<file path="src/rtl/multdiv_pkg.sv">
// Shared constants and encodings for the multdiv front end and the
// multiply issue sequencer.
package multdiv_pkg;

    localparam int unsigned TAG_W    = 5;
    localparam int unsigned MULT_LAT = 4;

    typedef enum logic [1:0] {
        KIND_SINGLE = 2'd0,
        KIND_LO     = 2'd1,
        KIND_HI     = 2'd2
    } pass_kind_t;

    typedef enum logic {
        ST_ISSUE    = 1'b0,
        ST_ISSUE_HI = 1'b1
    } seq_state_t;

    // True when the operand fits the multiplier's signed 16-bit B input.
    function automatic logic fits_s16(input logic [31:0] b);
        return (b[31:15] == '0) || (b[31:15] == '1);
    endfunction

endpackage

</file>
<file path="src/rtl/mult_sequencer_if.sv">
// Request/result bundle between the multdiv front end and the sequencer.
interface mult_sequencer_if #(
    parameter int unsigned TAG_W = multdiv_pkg::TAG_W
);
    logic             req_valid;
    logic             req_ready;
    logic [31:0]      req_A;
    logic [31:0]      req_B;
    logic [TAG_W-1:0] req_tag;
    logic             res_valid;
    logic [31:0]      res_data;
    logic [TAG_W-1:0] res_tag;
    logic             res_exception;

    modport master (
        output req_valid, req_A, req_B, req_tag,
        input  req_ready, res_valid, res_data, res_tag, res_exception
    );

    modport slave (
        input  req_valid, req_A, req_B, req_tag,
        output req_ready, res_valid, res_data, res_tag, res_exception
    );
endinterface

</file>
<file path="src/rtl/mult_tag_pipe.sv">
// Shadow shift register of {valid, kind, tag} tracking passes in flight
// through the multiplier; async clear drops everything in flight.
module mult_tag_pipe
    import multdiv_pkg::*;
#(
    parameter int unsigned DEPTH = 5,
    parameter int unsigned TAG_W = 5
) (
    input  logic             clock,
    input  logic             reset,
    input  logic             in_valid,
    input  pass_kind_t       in_kind,
    input  logic [TAG_W-1:0] in_tag,
    output logic             out_valid,
    output pass_kind_t       out_kind,
    output logic [TAG_W-1:0] out_tag
);

    logic [DEPTH-1:0] valid_q;
    pass_kind_t       kind_q [DEPTH];
    logic [TAG_W-1:0] tag_q  [DEPTH];

    always_ff @(posedge clock or posedge reset) begin
        if (reset) begin
            valid_q <= '0;
            for (int unsigned i = 0; i < DEPTH; i++) begin
                kind_q[i] <= KIND_SINGLE;
                tag_q[i]  <= '0;
            end
        end else begin
            valid_q   <= {valid_q[DEPTH-2:0], in_valid};
            kind_q[0] <= in_kind;
            tag_q[0]  <= in_tag;
            for (int unsigned i = 1; i < DEPTH; i++) begin
                kind_q[i] <= kind_q[i-1];
                tag_q[i]  <= tag_q[i-1];
            end
        end
    end

    assign out_valid = valid_q[DEPTH-1];
    assign out_kind  = kind_q[DEPTH-1];
    assign out_tag   = tag_q[DEPTH-1];

endmodule

</file>
<file path="src/rtl/mult_sequencer.sv">
// Issue-side controller for the 32x16 pipelined Booth multiplier: splits
// 32x32 requests into one or two passes and recombines the partial products.
module mult_sequencer #(
    parameter int unsigned TAG_W    = multdiv_pkg::TAG_W,
    parameter int unsigned MULT_LAT = multdiv_pkg::MULT_LAT
) (
    input  logic                clock,
    input  logic                reset,
    mult_sequencer_if.slave     bus,
    output logic [31:0]         mult_data_A,
    output logic [15:0]         mult_data_B,
    output logic                mult_signal,
    input  logic [31:0]         mult_result,
    input  logic                mult_exception
);
    import multdiv_pkg::*;

    seq_state_t       state_q, state_d;
    logic             accept;
    logic             issue_en;
    logic [31:0]      issue_A;
    logic [15:0]      issue_B;
    pass_kind_t       issue_kind;
    logic [TAG_W-1:0] issue_tag;
    logic             save_en;

    logic [31:0]      save_A;
    logic [15:0]      save_B_hi;
    logic [TAG_W-1:0] save_tag;

    logic             ent_valid;
    pass_kind_t       ent_kind;
    logic [TAG_W-1:0] ent_tag;

    logic             tail_valid;
    pass_kind_t       tail_kind;
    logic [TAG_W-1:0] tail_tag;

    logic [31:0]      lo_hold;
    logic             res_valid_q;
    logic [31:0]      res_data_q;
    logic [TAG_W-1:0] res_tag_q;
    logic             res_exc_q;

    assign bus.req_ready = (state_q == ST_ISSUE);
    assign accept        = bus.req_valid && (state_q == ST_ISSUE);

    always_ff @(posedge clock or posedge reset) begin
        if (reset) state_q <= ST_ISSUE;
        else       state_q <= state_d;
    end

    always_comb begin
        state_d    = state_q;
        issue_en   = 1'b0;
        issue_A    = bus.req_A;
        issue_B    = bus.req_B[15:0];
        issue_kind = KIND_SINGLE;
        issue_tag  = bus.req_tag;
        save_en    = 1'b0;
        case (state_q)
            ST_ISSUE: begin
                if (accept) begin
                    issue_en = 1'b1;
                    if (!fits_s16(bus.req_B)) begin
                        issue_kind = KIND_LO;
                        save_en    = 1'b1;
                        state_d    = ST_ISSUE_HI;
                    end
                end
            end
            ST_ISSUE_HI: begin
                issue_en   = 1'b1;
                issue_A    = save_A;
                issue_B    = save_B_hi;
                issue_kind = KIND_HI;
                issue_tag  = save_tag;
                state_d    = ST_ISSUE;
            end
            default: state_d = ST_ISSUE;
        endcase
    end

    // HI half absorbs the borrow introduced by treating B[15:0] as signed.
    always_ff @(posedge clock or posedge reset) begin
        if (reset) begin
            save_A    <= '0;
            save_B_hi <= '0;
            save_tag  <= '0;
        end else if (save_en) begin
            save_A    <= bus.req_A;
            save_B_hi <= bus.req_B[31:16] + 16'(bus.req_B[15]);
            save_tag  <= bus.req_tag;
        end
    end

    always_ff @(posedge clock or posedge reset) begin
        if (reset) begin
            mult_signal <= 1'b0;
            mult_data_A <= '0;
            mult_data_B <= '0;
            ent_valid   <= 1'b0;
            ent_kind    <= KIND_SINGLE;
            ent_tag     <= '0;
        end else begin
            mult_signal <= issue_en;
            ent_valid   <= issue_en;
            ent_kind    <= issue_kind;
            ent_tag     <= issue_tag;
            if (issue_en) begin
                mult_data_A <= issue_A;
                mult_data_B <= issue_B;
            end
        end
    end

    // The entry register plus MULT_LAT+1 stages line the tail up with the
    // multiplier output for the pass issued alongside it.
    mult_tag_pipe #(
        .DEPTH (MULT_LAT + 1),
        .TAG_W (TAG_W)
    ) u_tag_pipe (
        .clock     (clock),
        .reset     (reset),
        .in_valid  (ent_valid),
        .in_kind   (ent_kind),
        .in_tag    (ent_tag),
        .out_valid (tail_valid),
        .out_kind  (tail_kind),
        .out_tag   (tail_tag)
    );

    always_ff @(posedge clock or posedge reset) begin
        if (reset) begin
            res_valid_q <= 1'b0;
            res_data_q  <= '0;
            res_tag_q   <= '0;
            res_exc_q   <= 1'b0;
            lo_hold     <= '0;
        end else begin
            res_valid_q <= 1'b0;
            if (tail_valid) begin
                case (tail_kind)
                    KIND_SINGLE: begin
                        res_valid_q <= 1'b1;
                        res_data_q  <= mult_result;
                        res_exc_q   <= mult_exception;
                        res_tag_q   <= tail_tag;
                    end
                    KIND_LO: lo_hold <= mult_result;
                    KIND_HI: begin
                        res_valid_q <= 1'b1;
                        res_data_q  <= lo_hold + {mult_result[15:0], 16'h0000};
                        res_exc_q   <= 1'b0;
                        res_tag_q   <= tail_tag;
                    end
                    default: ;
                endcase
            end
        end
    end

    assign bus.res_valid     = res_valid_q;
    assign bus.res_data      = res_data_q;
    assign bus.res_tag       = res_tag_q;
    assign bus.res_exception = res_exc_q;

endmodule

</file>
<file path="src/flat_wrapper.sv">
// flat-port wrapper written by rule: the top's interface ports become plain ports
module mult_sequencer_flat import multdiv_pkg::*;
#(
    parameter int unsigned TAG_W    = multdiv_pkg::TAG_W,
    parameter int unsigned MULT_LAT = multdiv_pkg::MULT_LAT
)
  (clock, reset, mult_data_A, mult_data_B, mult_signal, mult_result, mult_exception, bus_req_valid, bus_req_A, bus_req_B, bus_req_tag, bus_req_ready, bus_res_valid, bus_res_data, bus_res_tag, bus_res_exception);
  mult_sequencer_if #(.TAG_W(TAG_W)) bus_i ();
  input  logic clock;
  input  logic reset;
  output logic [31:0] mult_data_A;
  output logic [15:0] mult_data_B;
  output logic mult_signal;
  input  logic [31:0] mult_result;
  input  logic mult_exception;
  input wire logic [$bits(bus_i.req_valid)-1:0] bus_req_valid;
  input wire logic [$bits(bus_i.req_A)-1:0] bus_req_A;
  input wire logic [$bits(bus_i.req_B)-1:0] bus_req_B;
  input wire logic [$bits(bus_i.req_tag)-1:0] bus_req_tag;
  output wire logic [$bits(bus_i.req_ready)-1:0] bus_req_ready;
  output wire logic [$bits(bus_i.res_valid)-1:0] bus_res_valid;
  output wire logic [$bits(bus_i.res_data)-1:0] bus_res_data;
  output wire logic [$bits(bus_i.res_tag)-1:0] bus_res_tag;
  output wire logic [$bits(bus_i.res_exception)-1:0] bus_res_exception;
  assign bus_i.req_valid = bus_req_valid;
  assign bus_i.req_A = bus_req_A;
  assign bus_i.req_B = bus_req_B;
  assign bus_i.req_tag = bus_req_tag;
  assign bus_req_ready = bus_i.req_ready;
  assign bus_res_valid = bus_i.res_valid;
  assign bus_res_data = bus_i.res_data;
  assign bus_res_tag = bus_i.res_tag;
  assign bus_res_exception = bus_i.res_exception;
  mult_sequencer #(.TAG_W(TAG_W), .MULT_LAT(MULT_LAT)) u_core (.clock(clock), .reset(reset), .bus(bus_i), .mult_data_A(mult_data_A), .mult_data_B(mult_data_B), .mult_signal(mult_signal), .mult_result(mult_result), .mult_exception(mult_exception));
endmodule
</file>
<file path="config.mk">
export PLATFORM = sky130hd
export DESIGN_NAME = mult_sequencer_flat
export DESIGN_NICKNAME = d
export VERILOG_FILES = /design/src/rtl/multdiv_pkg.sv /design/src/rtl/mult_sequencer_if.sv /design/src/rtl/mult_tag_pipe.sv /design/src/rtl/mult_sequencer.sv /design/src/flat_wrapper.sv
export SDC_FILE = /design/constraint.sdc
export NUM_CORES = 1
export LEC_CHECK = 0
export BUFFER_PORTS_ARGS = -buffer_cell sky130_fd_sc_hd__buf_2
export CAP_MARGIN = 20
export CORE_MARGIN = 2
export CORE_UTILIZATION = 50
export CTS_CLUSTER_DIAMETER = 100
export DETAILED_ROUTE_END_ITERATION = 8
export GPL_TIMING_DRIVEN = 1
export HOLD_SLACK_MARGIN = 0.08
export MAX_ROUTING_LAYER = met4
export PLACE_DENSITY = 0.74
export SLEW_MARGIN = 0
export SYNTH_ARGS = -nofsm -noshare
export SYNTH_HDL_FRONTEND = slang
export SYNTH_SLANG_ARGS = --single-unit
</file>
<file path="constraint.sdc">
create_clock -name clock -period 7.59 [get_ports clock]
set_clock_uncertainty 0.1 [all_clocks]
set_input_delay 0.3795 -clock clock [delete_from_list [all_inputs] [get_ports clock]]
set_output_delay 0.3795 -clock clock [all_outputs]
set_load 0.02 [all_outputs]
</file>
=== Yosys cells after proc, flatten, opt, wreduce, memory -nomap -nowiden ===
Cells that the tools add are included.

* Register bits: 221
* Input port bits: 105
* Output and inout port bits: 89
* Word-level logic and storage cells: 56

* $add $sub $neg: 2
* Equal/unequal tests: 3
* Multiplexer cells: 16
* Bitwise operators: 1
* Reduce and logical (&&, ||, !) cells: 9

{| class="wikitable"
|+ Operators with widths
! kind !! count
|-
| $pmux W32 S2 || 1
|-
| $add A32 B32 Y32 || 1
|-
| $mux W32 || 1
|-
| $eq A17 B17 Y1 const B || 1
|-
| $logic_not A17 Y1 || 1
|-
| $add A16 B1 Y16 || 1
|-
| $mux W16 || 1
|-
| $mux W1 || 7
|-
| $pmux W1 S2 || 3
|-
| $reduce_and A2 Y1 || 3
|-
| $mux W5 || 1
|-
| $pmux W2 S2 || 1
|-
| $eq A2 B1 Y1 const B || 1
|-
| $eq A2 B2 Y1 const B || 1
|-
| $logic_not A2 Y1 || 1
|-
| $mux W2 || 1
|-
| $reduce_bool A2 Y1 || 1
|-
| $reduce_or A2 Y1 || 1
|-
| $logic_and A1 B1 Y1 || 1
|-
| $logic_or A1 B1 Y1 || 1
|-
| $not A1 Y1 || 1
|}

=== Logic depth before layout (Yosys ltp) ===
Gate-level depths: netlist of run 1.

* Depth after elaboration: 5
* Mapped depth: 11
* Mapped depth without buffers: 9

=== By module ===
A second synthesis of run 1 with hierarchy kept.

* Cell total of the unflattened synthesis: 777
* Area total of the unflattened synthesis: 9,379.0 um2

{| class="wikitable"
|+ Modules (own cells, without submodules)
! module !! instances !! cells each !! area each (um2) !! seq. area each (um2)
|-
| mult_sequencer || 1 || 729 || 8,321.7 || 4,504.3
|-
| mult_tag_pipe || 1 || 48 || 1,057.3 || 1,001.0
|}

=== Worst setup path before layout of run 1 ===
Ideal clock, no wire load.

* Path type: input-to-reg
* From: input port mult_result[0]
* To: register u_core.res_data_q[26], in the netlist u_core.bus.res_data[26]
* Library setup time: 124 ps
* Arrival time: 2,026 ps
* Required time: 7,366 ps
* Path slack: 5,340 ps
* Stages: 8
* Buffers on the path: 0
* Path through: ha_1 -> fa_1 -> a21o_1 -> nand4_1 -> nand2_1 -> a31oi_1 -> mux2i_1 -> a211o_1

* Word-level cells in the longest chain between the ends: 2

{| class="wikitable"
|+ Ends and longest elaborated chain
! element !! RTL line !! text
|-
| from (decl) || flat_wrapper.sv:14 || <nowiki>input logic [31:0] mult_result;</nowiki>
|-
| $add A32 B32 Y32 || mult_sequencer.sv:153 || <nowiki>res_data_q <= lo_hold + {mult_result[15:0], 16'h0000};</nowiki>
|-
| $pmux W32 S2 || mult_sequencer.sv:143 || <nowiki>case (tail_kind)</nowiki>
|-
| to (signal assigned) || mult_sequencer.sv:146 || <nowiki>res_data_q <= mult_result;</nowiki>
|-
| to (signal assigned) || mult_sequencer.sv:153 ||
|-
| to (decl) || mult_sequencer.sv:41 || <nowiki>logic [31:0] res_data_q;</nowiki>
|}

No other way between the ends.
A chain may end at the register's enable or synchronous reset.

=== Worst setup path after layout of run 1 ===
Same ends and word-level chain as after synthesis.

==> impl_results.rst, run 1 <==
.. list-table::
   :header-rows: 1

   * - Metric
     - Value
   * - Synthesis Warnings
     - 0
   * - TritonCTS clock tree
     - yes
   * - Final weighted congestion in routability-driven placement
     - roughly 0.87
   * - Worst IR drop on VDD
     - between 0.2 and 0.25 mV
   * - Synthesized net count
     - between 900 and 1000
   * - Clock-pin slew of the registers on the worst-case setup and hold paths
     - 0.06 ns
   * - Arrival time at the worst endpoint
     - between 2 and 3 ns
   * - Number of core rows
     - between 40 and 50
   * - Aggregate global-route resource usage
     - 22.80%
   * - Antenna-violating nets left
     - 0
   * - Critical Path Sink Type
     - flop
   * - Main synth FF type
     - sky130_fd_sc_hd__dfrtp_1
   * - P per Cell Area
     - 297.5 nW/µm²
   * - Syn Std Cell Area
     - between 9000 and 10000 µm²
   * - Global-route wire length before repair
     - about 36000 µm
   * - Ant. Diodes
     - 0
   * - F_max
     - between 0.3 and 0.4 GHz
   * - Crit path launch type
     - primary input
   * - Count of cell types in the netlist
     - just under 50
   * - FILL cells
     - 1385
   * - Slew headroom
     - 32.75%
   * - Final Critical Period
     - ~2.6 ns
   * - Result of the run
     - complete, no violations
   * - TritonCTS sink count
     - 215
   * - Count of flip-flops with a built-in enable after synthesis
     - 0
   * - First drt pass iteration count
     - 4
   * - Routed vias
     - ~7100
   * - Number of nets in the final layout
     - 1242
   * - Max H-tree Level
     - 1
   * - DPL Wire Length
     - about 13000 µm
   * - Layout Cells excl Fill
     - 1363
   * - CTS Root Cell
     - sky130_fd_sc_hd__clkbuf_16
   * - I/O Pins
     - between 150 and 200
   * - Die Outline Area
     - around 20000 µm²
   * - Sum Neg Setup Slack
     - 0 ns
   * - CP max stage delay
     - roughly 0.53 ns
   * - Worst setup path category
     - in -> reg
   * - Final Slew Violations
     - 0
   * - Vertical extent of the die
     - about 140 µm
   * - Leakage
     - roughly 0.006 µW
   * - Synthesis-to-layout area growth
     - 30.02%
   * - Placed Cells incl. Taps
     - between 1000 and 1500
   * - Post-detailed-route wirelength per cell
     - between 15 and 20 µm
   * - Mean Syn Cell Area
     - between 10 and 15 µm²
   * - Sequential fraction of the synthesis area
     - between 50 and 60%
   * - Count of buffers inserted at the top-level ports
     - roughly 190
   * - Worst Hold Margin
     - ~0.11 ns
   * - Flip-flop and latch count after synthesis
     - around 220
   * - Width of the die
     - roughly 140 µm
   * - Data required time of the critical path
     - 7.88 ns
   * - Avg Vias per Cell
     - approximately 5.2
   * - Clock latency at the later pin of the worst-skew pair
     - between 0.5 and 0.6 ns
   * - Worst-path maximum fanout
     - 3
   * - Wire length reported by the detailed router
     - around 22000 µm
   * - Crit path buf inv count
     - 2
   * - Max-cap violations
     - 0
   * - Hold Vio Cnt, Final
     - 0
   * - Number of setup violations in the final report
     - 0
   * - CP max-delay cell
     - sky130_fd_sc_hd__dlygate4sd3_1
   * - Grt ovf
     - 0
   * - CP cell instances
     - dlygate4sd3_1, buf_2, ha_1, fa_1, a21o_1, nand4_1, nand2_1, a31oi_1, mux2i_1, a211o_1
   * - Antenna violations before repair
     - 0
   * - Starting density of the core
     - a little over 50%
   * - Maximum number of pins on one net before global-route repair
     - about 140
   * - Fraction of final layout cells with drive strength greater than 1
     - roughly 25%
   * - RSZ-0062 raised after global routing
     - false
   * - Clock Path Buffers
     - 3
   * - Fraction of synthesis flops using an asynchronous set or reset pin
     - 100.0%
   * - Period utilization
     - roughly 34%
   * - TritonCTS buffer count
     - 23
   * - DRC violations left
     - 0
   * - Number of global-route vias before repair
     - around 7300
   * - Gate count of the mapped netlist
     - 852
   * - Initial detailed-routing violation count
     - around 430
   * - Actual slew at the worst max-slew pin
     - ~1.0 ns
   * - Placeable Area
     - 18020 µm²
   * - Family with the most delay on the worst path
     - compound AO/OA/AOI/OAI gates
   * - Path class of the lowest-slack min-delay path
     - in -> reg
==> worst paths after layout <==
kind,start,endpoint,slack (ns),depth (start not counted)
min in group asynchronous,reset,u_core.bus.res_data[4]$_DFFE_PP0P_,0.50,3
min,bus_req_B[10],u_core.mult_data_B[10]$_DFFE_PP0P_,0.11,3
min reg2reg,u_core.u_tag_pipe.tag_q[10]$_DFF_PP0_,u_core.u_tag_pipe.tag_q[5]$_DFF_PP0_,0.24,0
max reg2reg,u_core.lo_hold[16]$_DFFE_PP0P_,u_core.bus.res_data[26]$_DFFE_PP0P_,5.16,8
max,mult_result[0],u_core.bus.res_data[26]$_DFFE_PP0P_,5.00,10
max in group asynchronous,reset,u_core.ent_kind[0]$_DFF_PP0_,5.24,4
==> worst reg2reg max path, delay by kind of cell, from the launching register on <==
kind / cells / cell delay, ns
muxes: 1 / 0.13
AOI/OAI and AO/OA: 3 / 0.83
DFF: 1 / 0.38
adders and majority gates: 2 / 0.64
and+or+nand+nor: 2 / 0.23
==> metal layers <==
layer / GRT usage, % / share of wire, %
met1: 30.63 / 44
met2: 36.28 / 48
met3: 3.761 / 5.8
met4: 6.526 / 2.4
met5: - / 0
==> power breakdown <==
part / internal, µW / switching [µW] / total [µW]
Sequential: 1390 / 142 / 1530
Combinational: 370 / 517 / 886
Clock: 696 / 460 / 1160
==> layout make-up <==
cell class,instances,area [µm²],share of cell area (%)
multi-input combinational,585,3654,30.43
clock buffer,32,639.4,5.325
sequential,215,5383,44.83
timing repair buffer,284,1862,15.50
inverter,9,41.29,0.3439
tap,229,286.5,2.386
clock inverter,9,142.6,1.188
==> registers in the layout (all words and copies together), names as in the netlist, 16 cells and up <==
name                     flops
u_core.bus.res_data         32
u_core.lo_hold              32
u_core.mult_data_A          32
u_core.save_A               32
u_core.u_tag_pipe.tag_q     20
u_core.mult_data_B          16
u_core.save_B_hi            16
==> timing repair <==
item | 4_1_cts | 5_1_grt
setup endpoints to repair | 0 | 0
hold endpoints to repair | 239 | 0
buffers inserted | 0 | 0
resized for setup | 0 | 0
hold buffers | 85 | 0
==> Yosys cell counts (2+ instances only) <==
cell	number	area [µm²]
sky130_fd_sc_hd__and3_1	2	12.51
sky130_fd_sc_hd__mux2_2	37	416.7
sky130_fd_sc_hd__clkbuf_1	26	97.59
sky130_fd_sc_hd__nor3b_1	8	60.06
sky130_fd_sc_hd__buf_2	13	65.06
sky130_fd_sc_hd__ha_1	18	225.2
sky130_fd_sc_hd__nor2b_1	2	12.51
sky130_fd_sc_hd__a31oi_1	2	12.51
sky130_fd_sc_hd__xor2_1	8	70.07
sky130_fd_sc_hd__nor2_1	8	30.03
sky130_fd_sc_hd__o21ai_0	96	480.5
sky130_fd_sc_hd__a211o_1	3	26.28
sky130_fd_sc_hd__a21oi_1	18	90.09
sky130_fd_sc_hd__mux2i_1	74	740.7
sky130_fd_sc_hd__inv_1	8	30.03
sky130_fd_sc_hd__nand2_1	237	889.6
sky130_fd_sc_hd__nand3b_1	5	37.54
sky130_fd_sc_hd__nand4_1	8	50.05
sky130_fd_sc_hd__nor4_1	4	25.02
sky130_fd_sc_hd__buf_1	3	11.26
sky130_fd_sc_hd__and2_1	2	12.51
sky130_fd_sc_hd__a21o_1	4	30.03
sky130_fd_sc_hd__dfrtp_1	215	5380
sky130_fd_sc_hd__nand3_1	8	40.04
sky130_fd_sc_hd__a211oi_1	2	15.01
sky130_fd_sc_hd__nor3_1	3	15.01
sky130_fd_sc_hd__xnor2_1	16	140.1
==> per-stage QoR <==
step,worst slack [ns],cell area (µm²),util [%],power (µW)
2_1_floorplan,1.231,9235,-,2114
3_3_place_gp,4.991,10380,57.56,2366
3_5_place_dp,4.937,10380,57.56,2390
4_1_cts,5.005,12010,66.62,3588
5_1_grt,4.842,12010,66.62,3771
6_report,4.996,12010,66.62,3572
==> cells in the final DEF, fill, tap and decap left out, drive strengths merged, types with 8 or more instances in the layout <==
master and n:
nand2 237, dfrtp 215, buf 199, o21ai 96, dlygate4sd3 85, mux2i 74, mux2 37, clkbuf 32
a21oi 18, ha 18, xnor2 16, inv 10, nand3 9, nand4 8, xor2 8, nor3b 8
nor2 8
==> cells by family (layout without fill, tap and decap cells) <==
logic type	count (synthesis)	in the layout	synth area share, %
AND/OR/NAND/NOR	292	292	13.25
adder cells (fa/ha/maj)	19	19	2.656
flip-flops	215	215	58.26
XOR/XNOR	24	24	2.276
multiplexers	111	111	12.53
AO/OA/AOI/OAI	139	139	8.698
buffers and inverters	52	334	2.330
Power figures use the tool's default switching activity.
==> run 2: changes to the inputs <==
Settings changed: CORE_UTILIZATION 50 to 49, PLACE_DENSITY 0.74 to 0.76.
Clock period 7.59 ns to 2.3 ns, I/O delays scaled along.
==> run 2 against run 1 <==
Sequential share of layout area is 2.1 points lower. Largest power group unchanged. Total power grew to 3.4 times the previous value. Hold slack gained 0.072 ns.
==> impl_results.rst, run 2 (synthesis gave the netlist of run 1 again) <==
.. list-table::
   :header-rows: 1

   * - Metric
     - Value
   * - Result of the run
     - complete, no violations
   * - TritonCTS clock tree
     - yes
   * - Reported net switching power
     - 3804 µW (+240%)
   * - Worst-path maximum fanout
     - 2 (-1)
   * - Routed vias
     - 7413 (+4.3%)
   * - Count of buffers inserted at the top-level ports
     - 193 (unchanged)
   * - Max-cap violations
     - 0 (unchanged)
   * - Commonest cells after routing, fill and taps aside
     - sky130_fd_sc_hd__nand2_1, sky130_fd_sc_hd__dfrtp_1, sky130_fd_sc_hd__buf_2, sky130_fd_sc_hd__dlygate4sd3_1, sky130_fd_sc_hd__o21ai_0
   * - Wire length reported by the detailed router
     - 22750 µm (+5.8%)
   * - Placeable Area
     - 18580 µm² (+3.1%)
   * - Hold depth
     - 6 (+3)
   * - Grt ovf
     - 0 (unchanged)
   * - CP max stage delay
     - 0.41 ns (-0.12 ns)
   * - Int Power
     - 8377 µW (+240%)
   * - Die Outline Area
     - 19960 µm² (+2.0%)
   * - Path depth of the worst reg2reg path
     - 9 (+1)
   * - Slew headroom
     - 37.48% (+4.7 points)
   * - P per Cell Area
     - 967.1 nW/µm² (+230%)
   * - Placed Cells incl. Taps
     - 1259 (+1.8%)
   * - Aggregate global-route resource usage
     - 23.42% (+0.62 points)
   * - Synthesis-to-layout area growth
     - 36.39%
   * - Switching portion of total power
     - 31.23% (-0.076 points)
   * - CP max-delay cell
     - sky130_fd_sc_hd__dfrtp_1
   * - Logic gate share of total power
     - 26.7% (+1.9 points)
   * - Fraction of final layout cells with drive strength greater than 1
     - 26.90% (+1.8 points)
   * - Actual slew at the worst max-slew pin
     - 0.9378 ns (-0.07094 ns)
   * - Arrival time at the worst endpoint
     - 2.53 ns (-0.36 ns)
   * - Relative contribution of sequential cells to total power
     - 41.2% (-1.6 points)
   * - TritonCTS buffer count
     - 23 (unchanged)
   * - Crit path launch type
     - flop
   * - Critical Path Sink Type
     - flop
   * - Vertical extent of the die
     - 141.3 µm (+0.99%)
   * - Setup crit start
     - u_core.lo_hold[16]$_DFFE_PP0P_
   * - Worst IR drop on VDD
     - 0.6212 mV (+180%)
   * - Post-detailed-route wirelength per cell
     - 16.07 µm (+1.8%)
   * - Starting density of the core
     - 49.70% (-1.5 points)
   * - Avg Vias per Cell
     - 5.235 (+0.40%)
   * - DP Area
     - 10530 µm² (+1.5%)
   * - First drt pass iteration count
     - 9 (+5)
   * - Ant. Diodes
     - 0 (unchanged)
   * - Number of global-route vias before repair
     - 7677 (+5.6%)
   * - CP cell instances
     - ha_4, fa_2, a21o_1, nand4_1, nand2_2, buf_4, a31oi_4, mux2i_1, a211o_1
   * - Maximum number of pins on one net before global-route repair
     - 128 (-7.9%)
   * - Initial detailed-routing violation count
     - 448 (+3.7%)
   * - Clock latency at the later pin of the worst-skew pair
     - 0.51 ns (about the same)
   * - Reg-to-reg endpoint
     - u_core.bus.res_data[24]$_DFFE_PP0P_
   * - Reg2reg setup slack
     - 0.07 ns (-5.09 ns)
   * - Leakage
     - 0.006108 µW (+4.4%)
   * - F_max
     - 0.4479 GHz
   * - FILL cells
     - 1326 (-4.3%)
   * - Clock Path Buffers
     - 3 (unchanged)
   * - Global-route wire length before repair
     - 37290 µm (+4.3%)
   * - Number of core rows
     - 50 (+2.0%)
   * - Destination of the worst hold path
     - u_core.save_B_hi[7]$_DFFE_PP0P_
   * - Most common library cell in the layout ignoring fill and taps
     - sky130_fd_sc_hd__nand2_1
   * - Layout Cells excl Fill
     - 1416 (+3.9%)
   * - Width of the die
     - 141.3 µm (+0.99%)
   * - Clock-pin slew of the registers on the worst-case setup and hold paths
     - 0.06 ns (about the same)
   * - Final cell area excluding filler cells
     - 12600 µm² (+4.9%)
   * - Beginning of the worst register-to-register path
     - u_core.lo_hold[16]$_DFFE_PP0P_
   * - DPL Wire Length
     - 13300 µm (+3.3%)
   * - Max H-tree Level
     - 1 (unchanged)
   * - Clock network power share
     - 32.1% (-0.2 points)
   * - DRC violations left
     - 0 (unchanged)
   * - Final Slew Violations
     - 0 (unchanged)
   * - Final weighted congestion in routability-driven placement
     - 0.8931 (+2.8%)
   * - Number of setup violations in the final report
     - 0 (unchanged)
   * - Period utilization
     - a little over nine tenths
   * - I/O Pins
     - 194 (unchanged)
   * - Antenna-violating nets left
     - 0 (unchanged)
   * - Antenna violations before repair
     - 0 (unchanged)
   * - TritonCTS sink count
     - 215 (unchanged)
   * - RSZ-0062 raised after global routing
     - true
   * - Data required time of the critical path
     - 2.59 ns (-5.29 ns)
   * - Hold Vio Cnt, Final
     - 0 (unchanged)
   * - Number of nets in the final layout
     - 1291 (+3.9%)
   * - HP Start
     - bus_req_B[19]
   * - Path class of the lowest-slack min-delay path
     - in -> reg
   * - CTS Root Cell
     - sky130_fd_sc_hd__clkbuf_16
   * - Worst setup path category
     - reg -> reg
   * - Final Critical Period
     - between 2 and 2.5 ns
==> run 2: cell types whose count changed in the layout (fill, tap and decap cells not counted), sizes merged <==
cell | previous run | this run
clkbuf | 32 | 27
dlygate4sd3 | 85 | 115
clkinvlp | 3 | 2
buf | 199 | 217
bufinv | 3 | 4
inv | 10 | 9
dlymetal6s4s | 0 | 1
clkinv | 2 | 7
==> run 2: worst max path at each step <==
| stage | end | cells after the start |
|---|---|---|
| after global placement | u_core.bus.res_data[30]$_DFFE_PP0P_ | 9 |
| after global routing | u_core.bus.res_data[24]$_DFFE_PP0P_ | 9 |
| after detailed placement | u_core.bus.res_data[30]$_DFFE_PP0P_ | 9 |
| final | u_core.bus.res_data[24]$_DFFE_PP0P_ | 9 |
| after CTS | u_core.bus.res_data[24]$_DFFE_PP0P_ | 9 |
| after floorplan | u_core.bus.res_data[0]$_DFFE_PP0P_ | 1 |
==> run 2: through the flow <==
stage	hold WS (ns)	worst slack [ns]	TNS, ns	utilization [%]	power, µW
after floorplan	0.1274	-0.7131	-153.33	-	6976
after global placement	0.2169	-0.0003670	-0.0003670	56.67	7904
after detailed placement	0.2178	-0.01381	-0.01918	56.67	8009
after CTS	0.1690	0.002135	0	67.43	12150
after global routing	0.2479	-0.01662	-0.02542	67.79	12820
final	0.1767	0.06748	0	67.79	12180
==> run 2: cell type report <==
class | count | area (µm²) | share of cell area [%]
inverter | 9 | 37.54 | 0.2980
clock buffer | 27 | 620.6 | 4.927
sequential | 215 | 5383 | 42.73
multi-input combinational | 585 | 3737 | 29.67
clock inverter | 13 | 182.7 | 1.450
timing repair buffer | 333 | 2342 | 18.60
tap | 234 | 292.8 | 2.324
==> run 2: layer usage <==
| layer | wire, µm | track usage [%] |
|---|---|---|
| met1 | 9714 | 30.64 |
| met2 | 11060 | 37.99 |
| met3 | 1430 | 3.712 |
| met4 | 550 | 7.368 |
| met5 | 0 | - |
==> run 2: repair_timing <==
item                                    in CTS  in global routing
gates resized for setup                      5                 13
cloned                                       0                  0
endpoints found under the setup margin       4                  8
hold buffers                               116                  0
setup buffers                                1                  0
endpoints found under the hold margin      386                  0
pin swaps                                    6                  5
==> run 2: worst max-delay path, delay by kind of cell, from the launching register on <==
family / cells / cell delay, ns
mux: 1 / 0.09
fa+ha+maj: 2 / 0.53
flops: 1 / 0.41
simple gates: 2 / 0.22
buf+inv: 1 / 0.16
compound gates: 3 / 0.61
==> run 2: power groups by stage <==
stage	combinational (µW)	sequential [µW]	clock, µW
2_1_floorplan	1560	5410	0
3_3_place_gp	2880	5020	0
3_5_place_dp	2960	5050	0
4_1_cts	3170	5000	3980
5_1_grt	3570	5100	4140
6_report	3250	5020	3910
